===== src/rtl/mmcm_drp_pkg.sv =====
// rtl/mmcm_drp_pkg.sv - DRP entry type, controller states, error codes and per-frequency MMCM register table
package mmcm_drp_pkg;

  localparam int TBL_CFGS  = 4;
  localparam int TBL_REGS  = 8;
  localparam int TBL_CFG_W = $clog2(TBL_CFGS);
  localparam int TBL_IDX_W = $clog2(TBL_REGS);

  typedef struct packed {
    logic [6:0]  addr;
    logic [15:0] mask;
    logic [15:0] data;
  } drp_entry_t;

  typedef enum logic [3:0] {
    ST_IDLE,
    ST_ASSERT_RST,
    ST_RD_REQ,
    ST_RD_WAIT,
    ST_WR_REQ,
    ST_WR_WAIT,
    ST_RELEASE,
    ST_WAIT_LOCK,
    ST_DONE,
    ST_ERR
  } state_t;

  localparam logic [1:0] ERR_NONE    = 2'd0;
  localparam logic [1:0] ERR_BAD_CFG = 2'd1;
  localparam logic [1:0] ERR_DRDY_TO = 2'd2;
  localparam logic [1:0] ERR_LOCK_TO = 2'd3;

  // Order per row: CLKOUT0 reg1/reg2, CLKFBOUT reg1/reg2, DIVCLK, LOCK, FILT1, FILT2.
  localparam drp_entry_t CFG_TABLE [TBL_CFGS][TBL_REGS] = '{
    '{ '{7'h08, 16'h1000, 16'h1145}, '{7'h09, 16'h8000, 16'h0000},
       '{7'h14, 16'h1000, 16'h1104}, '{7'h15, 16'h8000, 16'h0000},
       '{7'h16, 16'hC000, 16'h1041}, '{7'h18, 16'hFC00, 16'h00FA},
       '{7'h4E, 16'h66FF, 16'h0800}, '{7'h4F, 16'h666F, 16'h1000} },
    '{ '{7'h08, 16'h1000, 16'h1186}, '{7'h09, 16'h8000, 16'h0080},
       '{7'h14, 16'h1000, 16'h1145}, '{7'h15, 16'h8000, 16'h0000},
       '{7'h16, 16'hC000, 16'h1041}, '{7'h18, 16'hFC00, 16'h00E1},
       '{7'h4E, 16'h66FF, 16'h0900}, '{7'h4F, 16'h666F, 16'h1100} },
    '{ '{7'h08, 16'h1000, 16'h1208}, '{7'h09, 16'h8000, 16'h0000},
       '{7'h14, 16'h1000, 16'h1186}, '{7'h15, 16'h8000, 16'h0080},
       '{7'h16, 16'hC000, 16'h1082}, '{7'h18, 16'hFC00, 16'h00C8},
       '{7'h4E, 16'h66FF, 16'h9800}, '{7'h4F, 16'h666F, 16'h0100} },
    '{ '{7'h08, 16'h1000, 16'h1104}, '{7'h09, 16'h8000, 16'h0000},
       '{7'h14, 16'h1000, 16'h1249}, '{7'h15, 16'h8000, 16'h0000},
       '{7'h16, 16'hC000, 16'h1041}, '{7'h18, 16'hFC00, 16'h0113},
       '{7'h4E, 16'h66FF, 16'h1900}, '{7'h4F, 16'h666F, 16'h9000} }
  };

  // Mask bits set to 1 keep the value read back from the MMCM.
  function automatic logic [15:0] drp_merge(input logic [15:0] rdata, input drp_entry_t e);
    return (rdata & e.mask) | (e.data & ~e.mask);
  endfunction

endpackage


===== src/rtl/sync_2ff.sv =====
// rtl/sync_2ff.sv - generic two-flop synchronizer for asynchronous level signals
module sync_2ff #(
  parameter int WIDTH = 1
) (
  input  logic             clk,
  input  logic             rst,
  input  logic [WIDTH-1:0] d,
  output logic [WIDTH-1:0] q
);

  logic [WIDTH-1:0] meta_q, meta_d;
  logic [WIDTH-1:0] sync_q, sync_d;

  always_comb begin
    meta_d = d;
    sync_d = meta_q;
  end

  always_ff @(posedge clk or posedge rst) begin
    if (rst) begin
      meta_q <= '0;
      sync_q <= '0;
    end else begin
      meta_q <= meta_d;
      sync_q <= sync_d;
    end
  end

  assign q = sync_q;

endmodule


===== src/rtl/mmcm_drp_reconfig_ctrl.sv =====
// rtl/mmcm_drp_reconfig_ctrl.sv - MMCM DRP read-modify-write reconfiguration sequencer, clocked by clk125
module mmcm_drp_reconfig_ctrl
  import mmcm_drp_pkg::*;
#(
  parameter int NUM_CFG      = 4,
  parameter int NUM_REGS     = 8,
  parameter int DRDY_TIMEOUT = 64,
  parameter int LOCK_TIMEOUT = 125000
) (
  input  logic                       clk125,
  input  logic                       rst,
  input  logic                       start,
  input  logic [$clog2(NUM_CFG)-1:0] cfg_sel,
  output logic                       busy,
  output logic                       done,
  output logic                       error,
  output logic [1:0]                 err_code,
  output logic [$clog2(NUM_CFG)-1:0] cur_cfg,
  output logic [6:0]                 daddr,
  output logic [15:0]                di,
  input  logic [15:0]                dout,
  output logic                       den,
  output logic                       dwe,
  input  logic                       drdy,
  output logic                       mmcm_rst,
  input  logic                       locked
);

  localparam int CFG_W = $clog2(NUM_CFG);
  localparam int IDX_W = $clog2(NUM_REGS);
  localparam int CNT_W = $clog2(LOCK_TIMEOUT + 1);

  localparam logic [IDX_W-1:0] LAST_IDX   = IDX_W'(NUM_REGS - 1);
  localparam logic [CNT_W-1:0] DRDY_LIMIT = CNT_W'(DRDY_TIMEOUT - 1);
  localparam logic [CNT_W-1:0] LOCK_LIMIT = CNT_W'(LOCK_TIMEOUT - 1);

  state_t            state_q, state_d;
  logic [CFG_W-1:0]  cfg_q, cfg_d;
  logic [IDX_W-1:0]  idx_q, idx_d;
  logic [CNT_W-1:0]  cnt_q, cnt_d, cnt_inc;
  logic [15:0]       rdata_q, rdata_d;
  logic [1:0]        err_code_q, err_code_d;
  logic [CFG_W-1:0]  cur_cfg_q, cur_cfg_d;

  logic                 locked_s;
  logic [TBL_CFG_W-1:0] tbl_cfg;
  logic [TBL_IDX_W-1:0] tbl_idx;
  drp_entry_t           entry;

  sync_2ff #(.WIDTH(1)) u_lock_sync (
    .clk (clk125),
    .rst (rst),
    .d   (locked),
    .q   (locked_s)
  );

  assign tbl_cfg  = TBL_CFG_W'(cfg_q);
  assign tbl_idx  = TBL_IDX_W'(idx_q);
  assign entry    = CFG_TABLE[tbl_cfg][tbl_idx];
  assign cnt_inc  = (cnt_q == '1) ? cnt_q : cnt_q + CNT_W'(1);
  assign err_code = err_code_q;
  assign cur_cfg  = cur_cfg_q;

  always_comb begin
    state_d    = state_q;
    cfg_d      = cfg_q;
    idx_d      = idx_q;
    cnt_d      = cnt_q;
    rdata_d    = rdata_q;
    err_code_d = err_code_q;
    cur_cfg_d  = cur_cfg_q;
    busy       = 1'b0;
    done       = 1'b0;
    error      = 1'b0;
    den        = 1'b0;
    dwe        = 1'b0;
    mmcm_rst   = 1'b0;
    daddr      = '0;
    di         = '0;

    unique case (state_q)
      ST_IDLE: begin
        if (start) begin
          cfg_d = cfg_sel;
          if (int'(cfg_sel) >= NUM_CFG) begin
            err_code_d = ERR_BAD_CFG;
            state_d    = ST_ERR;
          end else begin
            err_code_d = ERR_NONE;
            idx_d      = '0;
            state_d    = ST_ASSERT_RST;
          end
        end
      end
      ST_ASSERT_RST: begin
        busy     = 1'b1;
        mmcm_rst = 1'b1;
        state_d  = ST_RD_REQ;
      end
      ST_RD_REQ: begin
        busy     = 1'b1;
        mmcm_rst = 1'b1;
        den      = 1'b1;
        daddr    = entry.addr;
        cnt_d    = '0;
        state_d  = ST_RD_WAIT;
      end
      ST_RD_WAIT: begin
        busy     = 1'b1;
        mmcm_rst = 1'b1;
        if (drdy) begin
          rdata_d = dout;
          state_d = ST_WR_REQ;
        end else if (cnt_q >= DRDY_LIMIT) begin
          err_code_d = ERR_DRDY_TO;
          state_d    = ST_ERR;
        end else begin
          cnt_d = cnt_inc;
        end
      end
      ST_WR_REQ: begin
        busy     = 1'b1;
        mmcm_rst = 1'b1;
        den      = 1'b1;
        dwe      = 1'b1;
        daddr    = entry.addr;
        di       = drp_merge(rdata_q, entry);
        cnt_d    = '0;
        state_d  = ST_WR_WAIT;
      end
      ST_WR_WAIT: begin
        busy     = 1'b1;
        mmcm_rst = 1'b1;
        if (drdy) begin
          if (idx_q == LAST_IDX) begin
            state_d = ST_RELEASE;
          end else begin
            idx_d   = idx_q + IDX_W'(1);
            state_d = ST_RD_REQ;
          end
        end else if (cnt_q >= DRDY_LIMIT) begin
          err_code_d = ERR_DRDY_TO;
          state_d    = ST_ERR;
        end else begin
          cnt_d = cnt_inc;
        end
      end
      ST_RELEASE: begin
        busy    = 1'b1;
        cnt_d   = '0;
        state_d = ST_WAIT_LOCK;
      end
      ST_WAIT_LOCK: begin
        busy = 1'b1;
        // cur_cfg moves on entry to DONE so it is already valid alongside the done pulse.
        if (locked_s) begin
          cur_cfg_d = cfg_q;
          state_d   = ST_DONE;
        end else if (cnt_q >= LOCK_LIMIT) begin
          err_code_d = ERR_LOCK_TO;
          state_d    = ST_ERR;
        end else begin
          cnt_d = cnt_inc;
        end
      end
      ST_DONE: begin
        done    = 1'b1;
        state_d = ST_IDLE;
      end
      ST_ERR: begin
        error   = 1'b1;
        state_d = ST_IDLE;
      end
      default: state_d = ST_IDLE;
    endcase
  end

  always_ff @(posedge clk125 or posedge rst) begin
    if (rst) begin
      state_q    <= ST_IDLE;
      cfg_q      <= '0;
      idx_q      <= '0;
      cnt_q      <= '0;
      rdata_q    <= '0;
      err_code_q <= ERR_NONE;
      cur_cfg_q  <= '0;
    end else begin
      state_q    <= state_d;
      cfg_q      <= cfg_d;
      idx_q      <= idx_d;
      cnt_q      <= cnt_d;
      rdata_q    <= rdata_d;
      err_code_q <= err_code_d;
      cur_cfg_q  <= cur_cfg_d;
    end
  end

endmodule


===== config.mk =====
export PLATFORM = sky130hd
export DESIGN_NAME = mmcm_drp_reconfig_ctrl
export DESIGN_NICKNAME = d
export VERILOG_FILES = /design/src/rtl/mmcm_drp_pkg.sv /design/src/rtl/sync_2ff.sv /design/src/rtl/mmcm_drp_reconfig_ctrl.sv
export SDC_FILE = /design/constraint.sdc
export NUM_CORES = 1
export LEC_CHECK = 0
export ABC_CLOCK_PERIOD_IN_PS = 4000
export BUFFER_PORTS_ARGS = -buffer_cell sky130_fd_sc_hd__buf_2
export CORE_MARGIN = 1.5
export CORE_UTILIZATION = 35
export CTS_CLUSTER_DIAMETER = 40
export DETAILED_ROUTE_END_ITERATION = 10
export PLACE_DENSITY_LB_ADDON = 0.3
export RECOVER_POWER = 50
export SYNTH_ARGS = -nofsm -noshare
export SYNTH_HDL_FRONTEND = slang
export SYNTH_HIERARCHICAL = 1
export SYNTH_SLANG_ARGS = --single-unit

===== constraint.sdc =====
create_clock -name clk125 -period 4 [get_ports clk125]
set_input_delay 0.8 -clock clk125 [delete_from_list [all_inputs] [get_ports clk125]]
set_output_delay 0.8 -clock clk125 [all_outputs]
set_load 0.02 [all_outputs]

==> flow_summary_export.csv, run 1 <==
group,metric,value,unit
die,start_util,36.0,%
global_route,grt_usage,16.4,%
sta,grt_setup_unrepaired,"no",
global_route,antenna_found_initial,0,
yosys,synth_flop_cell,"dfrtp_1",
die,die-width,97.5,um
cts,hold_buffers,0,
cts,cts_buffers,5,
cts,ctsResizeCount,0,
cts,clkTransAtPathRegs,0.09,ns
pwr,p_leak,1.57,nW
critical_path,r2r_end,"cnt_q[8]",
yosys,syn_area,0.00312,mm^2
yosys,synth_seq_cells,47,
sta,worstMarginPinSlew,2.50,ns
placed_design,placed_area,0.00346,mm^2
cells_and_area,syn2layout_area_growth,12.4,%
cells_and_area,fin_cells,510,
sta,slew_headroom,-66.9,%
sta,min_period,3.48,ns
yosys,synth_edf_count,0,
yosys,synthCells,361,
global_route,grt_pass1_vias,2729,
pwr,power,0.00223,W
routing,via_per_inst,5.48,
cells_and_area,multi_input_area,0.00180,mm^2
routing,wire_per_inst,14.7,um
flow_run,drv_cap,1,
routing,vias,2795,
cts,htreeDepth,2,
pwr,vdd_drop_max,356,uV
die,coreArea,0.00868,mm^2
cells_and_area,fin_nets,440,
critical_path,worstSetupStartpointType,"flop",
critical_path,r2r_slack,0.52,ns
status,violations,"capacitance limit, slew limit",
cts,post_cts.repair.setup_buffers,0,
sta,post-route-period-util,87.0,%
yosys,ys_seq_area_share,37.7,%
die,dieArea,0.00950,mm^2
critical_path,required,4.23,ns
routing,post-route-drc-count,0,
cts,cts_tree,"yes",
routing,ant_nets,0,
global_route,grt_pass1_wl,13100,um
global_route,grt_max_degree,46,
cts,cts.sinks,47,
status,status,"finished with violations",
yosys,yosysWarnings,6,
cells_and_area,seq_area,0.00118,mm^2
sta,fin_worst_skew,0.00524,ns
yosys,async_reset_ff_share,100,%
cells_and_area,antenna_cells,0,
cells_and_area,nFillCells,895,
sta,setup-violations-final,0,
pwr,power.density,634,mW/mm^2
die,die_y,97.5,um
routing,wirelength,7500,um
die,ios,56,
sta,hold_ws,0.327,ns
sta,fin_setup_tns,0,ns
placed_design,dpl.cell_count,504,
yosys,postSynthAreaPerCell,8.65,um^2
critical_path,endpoint_kind,"flop",
yosys,syn_nets,398,
placed_design,portBuffers,53,
placed_design,hpwl,5400,um
cells_and_area,fin_area,0.00351,mm^2
routing,drtPass1Iterations,4,
cts,clock-root-buffer,"clkbuf_8",
routing,drt_iter0_markers,109,
critical_path,arrival,3.71,ns
yosys,synth_cell_types,48,
cts,cts.path.max_buffers,2,
sta,fmax,287,MHz
critical_path,reg2reg_depth,11,
critical_path,path_class,"flop to flop",
critical_path,r2r-start,"cnt_q[0]",
cts,clock_latency,0.30,ns
global_route,grt_overflow,0,
placed_design,place_congestion,0.811,
critical_path,critPathMaxFanout,17,
sta,slew_viol_final,46,
die,num_rows,34,
sta,hold_viol,0,
min_path,hold_class,"primary input to async pin",
cells_and_area,layout-drive-gt1-share,20.6,%
-- final cells by class --
type                    count  share of cell area [%]
well taps                 108                    3.85
clock buffers               6                    2.07
multi-input cells         279                    51.3
flip-flops and latches     47                    33.5
repair buffers             56                    7.80
inverters                  14                    1.50
-- power by group --
group          total [W]  switching, W  internal [W]
sequential      0.000835      0.000217      0.000618
combinational    0.00111      0.000642      0.000465
clock           0.000284      0.000167      0.000117
total            0.00223       0.00103       0.00120
-- metal layers --
layer	share of wire, %	GRT usage, %
met5	0	0
met4	0.92	4.07
met3	3.7	2.95
met2	46	26.8
met1	50	22.5
-- metrics by stage --
stage / util [%] / setup WS [ns]
2_1_floorplan: - / 1.06
3_3_place_gp: 39.8 / 0.606
3_5_place_dp: 39.8 / 0.549
4_1_cts: 40.7 / 0.497
5_1_grt: 40.5 / 0.326
6_report: 40.5 / 0.521
-- cell usage after synthesis (all sizes together) (8+ instances only) --
master	number	area share, %
a21oi	33	5.3
ha	14	5.6
nand2b	8	1.6
nor3	10	1.6
dfrtp	47	38
nor2	40	4.8
and3	8	1.6
inv	14	1.7
o31ai	8	1.9
nand2	31	3.7
o21ai	25	4.0
or4	10	2.5
clkbuf	15	1.8
mux2	22	7.9
nand3	12	1.9
-- critical path: stages (launching register included) --
cell	delay (ns)
dfrtp_1	0.42
ha_1	0.27
and3_1	0.25
nand3_1	0.23
nor3_1	0.09
ha_1	0.19
a311o_1	0.32
a211oi_1	0.35
o311ai_2	0.36
buf_4	0.30
or4_1	0.47
a21oi_1	0.15
-- worst max path at each step --
stage	startpoint	endpoint	slack, ns	depth (start not counted)
floorplan	cnt_q[0]	cnt_q[12]	1.06	11
global placement	cnt_q[0]	cnt_q[9]	0.61	11
detailed placement	cnt_q[0]	cnt_q[8]	0.55	11
CTS	cnt_q[0]	cnt_q[8]	0.50	11
global route	cnt_q[0]	cnt_q[8]	0.33	11
finish	cnt_q[0]	cnt_q[8]	0.52	11
-- sequential cells by signal, summed over array words and instances, names as in the netlist --
name                cells
cnt_q                  17
rdata_q                15
state_q                 4
idx_q                   3
cfg_q                   2
cur_cfg                 2
err_code                2
u_lock_sync/meta_q      1
u_lock_sync/q           1
-- cell families (layout without fill, tap and decap cells) --
family                   count (synthesis)  in the layout  synth area share, %
AND/OR/NAND/NOR                        143            143                 22.8
AO/OA/AOI/OAI                           93             93                 19.2
flip-flops                              47             47                 37.7
buffers and inverters                   35             76                 4.85
multiplexers                            27             27                 9.54
adder cells (fa/ha/maj)                 14             14                 5.61
other                                    1              1                0.120
XOR/XNOR                                 1              1                0.280
-- cell usage in the layout (no fill, tap or decap), types with 2 or more instances in the layout --
cell       n
nor3b_1    3
and3_1     8
clkbuf_8   5
or2_2      2
a32oi_1    2
nor2b_1    3
a21oi_1   33
or4_1      9
o311ai_0   2
o211a_1    3
or3_1      6
nand3_1   12
nor3_1     9
nand2_1   31
o22ai_1    2
mux2_2    22
and2_1     4
o31ai_1    8
mux2i_1    5
buf_2     48
a21o_1     2
a211oi_1   5
nand4_1    2
inv_1     13
ha_1      14
nor4_1     3
dfrtp_1   47
o21ai_1    2
nor2_1    40
nand2b_1   8
clkbuf_1   8
a31oi_1    2
o21ai_0   23
Note: power is estimated with default switching activity, not from simulation.
==> run 2, diff against run 1 <==
--- a/config.mk
+++ b/config.mk
@@ -8,7 +8,7 @@
 export ABC_CLOCK_PERIOD_IN_PS = 4000
 export BUFFER_PORTS_ARGS = -buffer_cell sky130_fd_sc_hd__buf_2
 export CORE_MARGIN = 1.5
-export CORE_UTILIZATION = 35
+export CORE_UTILIZATION = 56
 export CTS_CLUSTER_DIAMETER = 40
 export DETAILED_ROUTE_END_ITERATION = 10
 export PLACE_DENSITY_LB_ADDON = 0.3
==> run 2 against run 1 <==
Net effect: the run still ends with capacitance limit, slew limit left; sequential share of layout area unchanged; highest routed layer unchanged; largest power group unchanged; maximum frequency rose by 6.1%; largest cell class unchanged; clock skew about the same; wire length shrank 7.2%.
==> flow_summary_export.csv, run 2 (synthesis gave the netlist of run 1 again) <==
group,metric,value,unit
critical_path,r2r_end,"cnt_q[13]",
cells_and_area,final_cell_mix,"48 x buf_2, 47 x dfrtp_1, 40 x nor2_1",
die,ios,56,
pwr,vdd_drop_max,406,uV
critical_path,required,4.22,ns
min_path,hold_class,"primary input to async pin",
critical_path,critPathCapture,"cnt_q[13]",
critical_path,r2r_slack,0.72,ns
placed_design,place_congestion,0.908,
global_route,grt_use_met1,34.1,%
pwr,p_int,0.00129,W
die,dieArea,0.00603,mm^2
cts,ctsResizeCount,0,
global_route,grt_pass1_wl,12200,um
status,violations,"capacitance limit, slew limit",
cells_and_area,antenna_cells,0,
routing,via_per_inst,5.84,
placed_design,hpwl,5080,um
placed_design,dpl.cell_count,468,
pwr,switchingPower,0.00102,W
cts,cts_buffers,5,
routing,drt_iter0_markers,83,
sta,slew_viol_final,46,
cells_and_area,top_register,"cnt_q",
cts,cts.sinks,47,
routing,wirelength,6950,um
global_route,met3_usage,3.53,%
critical_path,reg2reg_depth,11,
cells_and_area,final_common_cell,"buf_2",
sta,worstMarginPinSlew,2.42,ns
sta,min_period,3.28,ns
global_route,grt_max_degree,46,
cells_and_area,layout-drive-gt1-share,21.3,%
sta,slew_headroom,-61.6,%
die,die-width,77.7,um
pwr,power_frac_seq,36.4,%
cells_and_area,largest_reg_flops,17,
cts,cts.path.max_buffers,2,
pwr,power,0.00230,W
sta,grt_setup_unrepaired,"no",
routing,vias,2779,
cells_and_area,reg_top3,"cnt_q: 17 flops, rdata_q: 15 flops, state_q: 4 flops",
sta,fmax,305,MHz
placed_design,portBuffers,53,
pwr,p_clk_share,15.9,%
sta,fin_setup_tns,0,ns
sta,setup-violations-final,0,
cts,hold_buffers,0,
critical_path,worstSetupStartpointType,"flop",
global_route,use_met2,41.6,%
cts,htreeDepth,2,
die,start_util,57.4,%
pwr,pwr-share-comb,47.7,%
pwr,power.density,656,mW/mm^2
pwr,p_sw_share,44.1,%
cts,clock_latency,0.30,ns
global_route,grt_pass1_vias,2630,
cells_and_area,fin_nets,440,
cts,post_cts.repair.setup_buffers,0,
routing,post-route-drc-count,0,
die,num_rows,27,
cts,clkTransAtPathRegs,0.09,ns
critical_path,endpoint_kind,"flop",
global_route,grt_overflow,0,
cells_and_area,utilization,64.6,%
sta,hold_viol,0,
critical_path,path_class,"flop to flop",
critical_path,crit_start,"cnt_q[0]",
die,coreArea,0.00544,mm^2
status,status,"finished with violations",
cells_and_area,nFillCells,482,
routing,wire_per_inst,14.6,um
cells_and_area,fin_cells,476,
global_route,grt_usage,24.9,%
cells_and_area,syn2layout_area_growth,12.4,%
sta,hold_ws,0.330,ns
critical_path,r2r-start,"cnt_q[0]",
critical_path,arrival,3.50,ns
die,die_y,77.7,um
pwr,p_leak,1.60,nW
cts,clock-root-buffer,"clkbuf_8",
cts,cts_tree,"yes",
sta,post-route-period-util,82.0,%
critical_path,critPathMaxFanout,31,
routing,ant_nets,0,
global_route,top_usage_layer,"met2",
routing,drtPass1Iterations,4,
sta,fin_worst_skew,0.00507,ns
flow_run,drv_cap,1,
global_route,antenna_found_initial,0,
[run 2: cell types whose count changed in the layout (fill, tap and decap cells not counted), sizes merged]
| cell | previous run | this run |
|---|---|---|
| bufinv | 0 | 1 |
| clkinv | 1 | 2 |
[run 2: power by group through the flow]
stage,clock (W),sequential (W),combinational [W]
CTS,0.000372,0.000835,0.00111
finish,0.000365,0.000838,0.00110
global placement,0,0.000831,0.00108
detailed placement,0,0.000846,0.00110
global route,0.000388,0.000871,0.00124
floorplan,0,0.000730,0.000959
[run 2: stage by stage]
step | cell area (um^2) | setup slack (ns)
after floorplan | 3120 | 1.06
after global placement | 3410 | 0.817
after detailed placement | 3410 | 0.746
after CTS | 3530 | 0.717
after global routing | 3510 | 0.521
final | 3510 | 0.721
[run 2: worst min-delay path by stage]
stage | start | to | slack, ns | cells after the start
floorplan | u_lock_sync/meta_q | u_lock_sync/q | 0.33 | 0
finish | rst | u_lock_sync/meta_q | 0.33 | 2
global placement | u_lock_sync/meta_q | u_lock_sync/q | 0.34 | 0
global route | rst | u_lock_sync/q | 0.35 | 2
CTS | rst | u_lock_sync/meta_q | 0.34 | 2
detailed placement | u_lock_sync/meta_q | u_lock_sync/q | 0.35 | 0
[run 2: layout make-up]
type                            instances  area, um^2  area share (%)
Timing Repair Buffer                   56         274            7.80
Clock buffer                            6        82.6            2.35
Sequential cell                        47        1180            33.5
Inverter                               14        52.6            1.50
Multi-Input combinational cell        279        1800            51.3
Tap cell                               72        90.1            2.57
Clock inverter                          2        35.0           0.998
[run 2: worst max-delay path, cell delays in order, from the launching register on]
cell	delay, ns
dfrtp_1	0.43
ha_1	0.27
and3_1	0.26
nand3_1	0.23
nor3_1	0.10
ha_1	0.19
a311o_1	0.31
a211oi_1	0.34
o311ai_2	0.16
buf_4	0.24
or4_1	0.51
a21oi_1	0.15
[run 2: layer usage]
layer	vias to the layer above	part of all wire, %
met5	-	0
met4	0	1.0
met3	8	3.5
met2	58	49
met1	1321	46
li1	1392	-
==> run 3, diff against run 2 <==
--- a/config.mk
+++ b/config.mk
@@ -5,10 +5,10 @@
 export SDC_FILE = /design/constraint.sdc
 export NUM_CORES = 1
 export LEC_CHECK = 0
-export ABC_CLOCK_PERIOD_IN_PS = 4000
+export ABC_CLOCK_PERIOD_IN_PS = 2700
 export BUFFER_PORTS_ARGS = -buffer_cell sky130_fd_sc_hd__buf_2
 export CORE_MARGIN = 1.5
-export CORE_UTILIZATION = 56
+export CORE_UTILIZATION = 51
 export CTS_CLUSTER_DIAMETER = 40
 export DETAILED_ROUTE_END_ITERATION = 10
 export PLACE_DENSITY_LB_ADDON = 0.3
==> constraint.sdc (replaced) <==
create_clock -name clk125 -period 2.7 [get_ports clk125]
set_input_delay 0.54 -clock clk125 [delete_from_list [all_inputs] [get_ports clk125]]
set_output_delay 0.54 -clock clk125 [all_outputs]
set_load 0.02 [all_outputs]
==> run 3 against run 2 <==
Net effect: the run ends with capacitance limit, slew limit, setup timing left; clock skew down 0.00097 ns; die area rose by 9.4%; sequential share of layout area shrank 3.5 points; setup slack worse by 0.80 ns; cell area rose by 12%; flip-flop and latch count unchanged; critical path depth fell by 3; core utilization rose by 2.0 points; power up 63%; critical path type unchanged; largest power group unchanged.
==> flow_summary_export.csv, run 3 (synthesis gave the netlist of run 1 again) <==
group,metric,value,unit
sta,fin_worst_skew,0.00409,ns
cts,hold_buffers,0,
sta,min_period,2.78,ns
cells_and_area,largest_reg_flops,17,
global_route,antenna_found_initial,0,
critical_path,required,2.93,ns
sta,post-route-period-util,103,%
cts,cts.path.max_buffers,2,
cells_and_area,reg_top3,"cnt_q: 17 flops, rdata_q: 15 flops, state_q: 4 flops",
cells_and_area,seq_area,0.00118,mm^2
placed_design,placed_area,0.00364,mm^2
die,die-width,81.3,um
cells_and_area,multi_input_area,0.00192,mm^2
critical_path,arrival,3.00,ns
critical_path,cpMaxStageDelayCell,"or4_4",
sta,hold_viol,0,
cts,clkTransAtPathRegs,0.08,ns
min_path,hold_class,"primary input to async pin",
pwr,power_frac_seq,29.8,%
pwr,switchingPower,0.00164,W
routing,drt_iter0_markers,194,
cells_and_area,final_cell_mix,"49 x buf_2, 42 x dfrtp_1, 40 x nor2_1, 40 x buf_4, 31 x nand2_1",
sta,grt_setup_unrepaired,"yes",
pwr,pwr-share-comb,56.7,%
critical_path,path_class,"flop to flop",
critical_path,r2r_end,"cnt_q[15]",
sta,slew_viol_final,31,
critical_path,worstSetupPathDepth,8,
cells_and_area,top_register,"cnt_q",
cells_and_area,antenna_cells,0,
die,dieArea,0.00660,mm^2
sta,fmax,360,MHz
routing,drtPass1Iterations,4,
critical_path,r2r_slack,-0.08,ns
routing,ant_nets,0,
flow_run,drv_cap,1,
sta,worstMarginPinSlew,1.64,ns
global_route,grt_overflow,0,
cts,clock-root-buffer,"clkbuf_8",
cells_and_area,nFillCells,496,
cells_and_area,fin_area,0.00394,mm^2
routing,via_per_inst,5.83,
critical_path,cp.buffers_inverters,2,
pwr,power.density,951,mW/mm^2
global_route,grt_usage,24.4,%
critical_path,crit_start,"cnt_q[9]",
critical_path,worstSetupStartpointType,"flop",
routing,post-route-drc-count,0,
routing,wirelength,8360,um
cts,cts.sinks,47,
global_route,grt_max_degree,31,
die,start_util,52.7,%
placed_design,place_congestion,0.885,
die,coreArea,0.00592,mm^2
die,num_rows,28,
die,ios,56,
cells_and_area,fin_nets,482,
critical_path,crit_chain,"or4_4 > buf_4 > or2_4 > o41ai_4 > o311ai_4 > buf_6 > or4_1 > a21oi_1",
routing,vias,3030,
critical_path,critPathMaxFanout,6,
cts,cts_buffers,5,
critical_path,endpoint_kind,"flop",
critical_path,r2r-start,"cnt_q[9]",
routing,wire_per_inst,16.1,um
status,violations,"capacitance limit, slew limit, setup timing",
placed_design,portBuffers,53,
pwr,p_int,0.00211,W
cts,clock_latency,0.30,ns
cts,cts_tree,"yes",
cells_and_area,final_common_cell,"buf_2",
cts,htreeDepth,2,
sta,timing.final.ws_setup,-0.0756,ns
die,die_y,81.3,um
pwr,p_leak,1.83,nW
pwr,p_clk_share,13.5,%
pwr,power,0.00375,W
critical_path,reg2reg_depth,8,
status,status,"finished with violations",
global_route,grt_pass1_vias,2765,
sta,setup-violations-final,6,
cells_and_area,layout-drive-gt1-share,34.6,%
global_route,grt_pass1_wl,12500,um
cells_and_area,syn2layout_area_growth,26.2,%
pwr,vdd_drop_max,616,uV
critical_path,max_stage_delay,0.55,ns
critical_path,critPathCapture,"cnt_q[15]",
sta,slew_headroom,-9.53,%
critical_path,cp_top_family,"simple AND/OR/NAND/NOR gates",
placed_design,hpwl,5620,um
pwr,p_sw_share,43.7,%
run 3: routing by layer:
layer,GRT usage (%),share of wire [%],up-vias
met3,3.60,5.5,12
met2,41.8,51,108
met4,7.24,1.2,0
li1,-,-,1463
met1,31.8,42,1447
met5,0,0,-
run 3: power by group through the flow:
stage	Clock (W)	Combinational, W	Sequential (W)
2_1_floorplan	0	0.00143	0.00108
3_3_place_gp	0	0.00187	0.00111
3_5_place_dp	0	0.00193	0.00112
4_1_cts	0.000510	0.00198	0.00111
5_1_grt	0.000541	0.00234	0.00114
6_report	0.000505	0.00212	0.00112
run 3: layout make-up:
cell class / instances / area share (%)
multi-input combinational: 279 / 48.6
tap: 75 / 2.38
clock inverter: 1 / 0.762
inverter: 14 / 1.33
clock buffer: 6 / 1.84
timing repair buffer: 98 / 15.1
sequential: 47 / 30.0
run 3: repair_timing:
item                                    in CTS  in global routing
endpoints found under the setup margin       6                 21
gates resized for setup                      2                 32
setup buffers                                2                  9
cloned                                       0                  3
endpoints found under the hold margin        0                  0
pin swaps                                    1                 23
run 3: worst min-delay path by stage:
stage / start / endpoint / slack, ns
after floorplan: rst / u_lock_sync/meta_q / 0.28
after global routing: rst / u_lock_sync/meta_q / 0.09
after detailed placement: u_lock_sync/meta_q / u_lock_sync/q / 0.35
after global placement: u_lock_sync/meta_q / u_lock_sync/q / 0.34
final: rst / u_lock_sync/meta_q / 0.07
after CTS: rst / u_lock_sync/q / 0.09
run 3: metrics by stage:
stage / hold WS (ns) / TNS (ns) / utilization (%) / worst slack, ns / instances
after floorplan: 0.281 / 0 / - / 0.00869 / 361
after global placement: 0.342 / 0 / 61.5 / 0.0346 / 499
after detailed placement: 0.351 / -0.107 / 61.5 / -0.0417 / 499
after CTS: 0.0858 / 0 / 63.6 / 0.00265 / 508
after global routing: 0.0861 / -0.905 / 66.6 / -0.161 / 520
final: 0.0718 / -0.224 / 66.6 / -0.0756 / 520
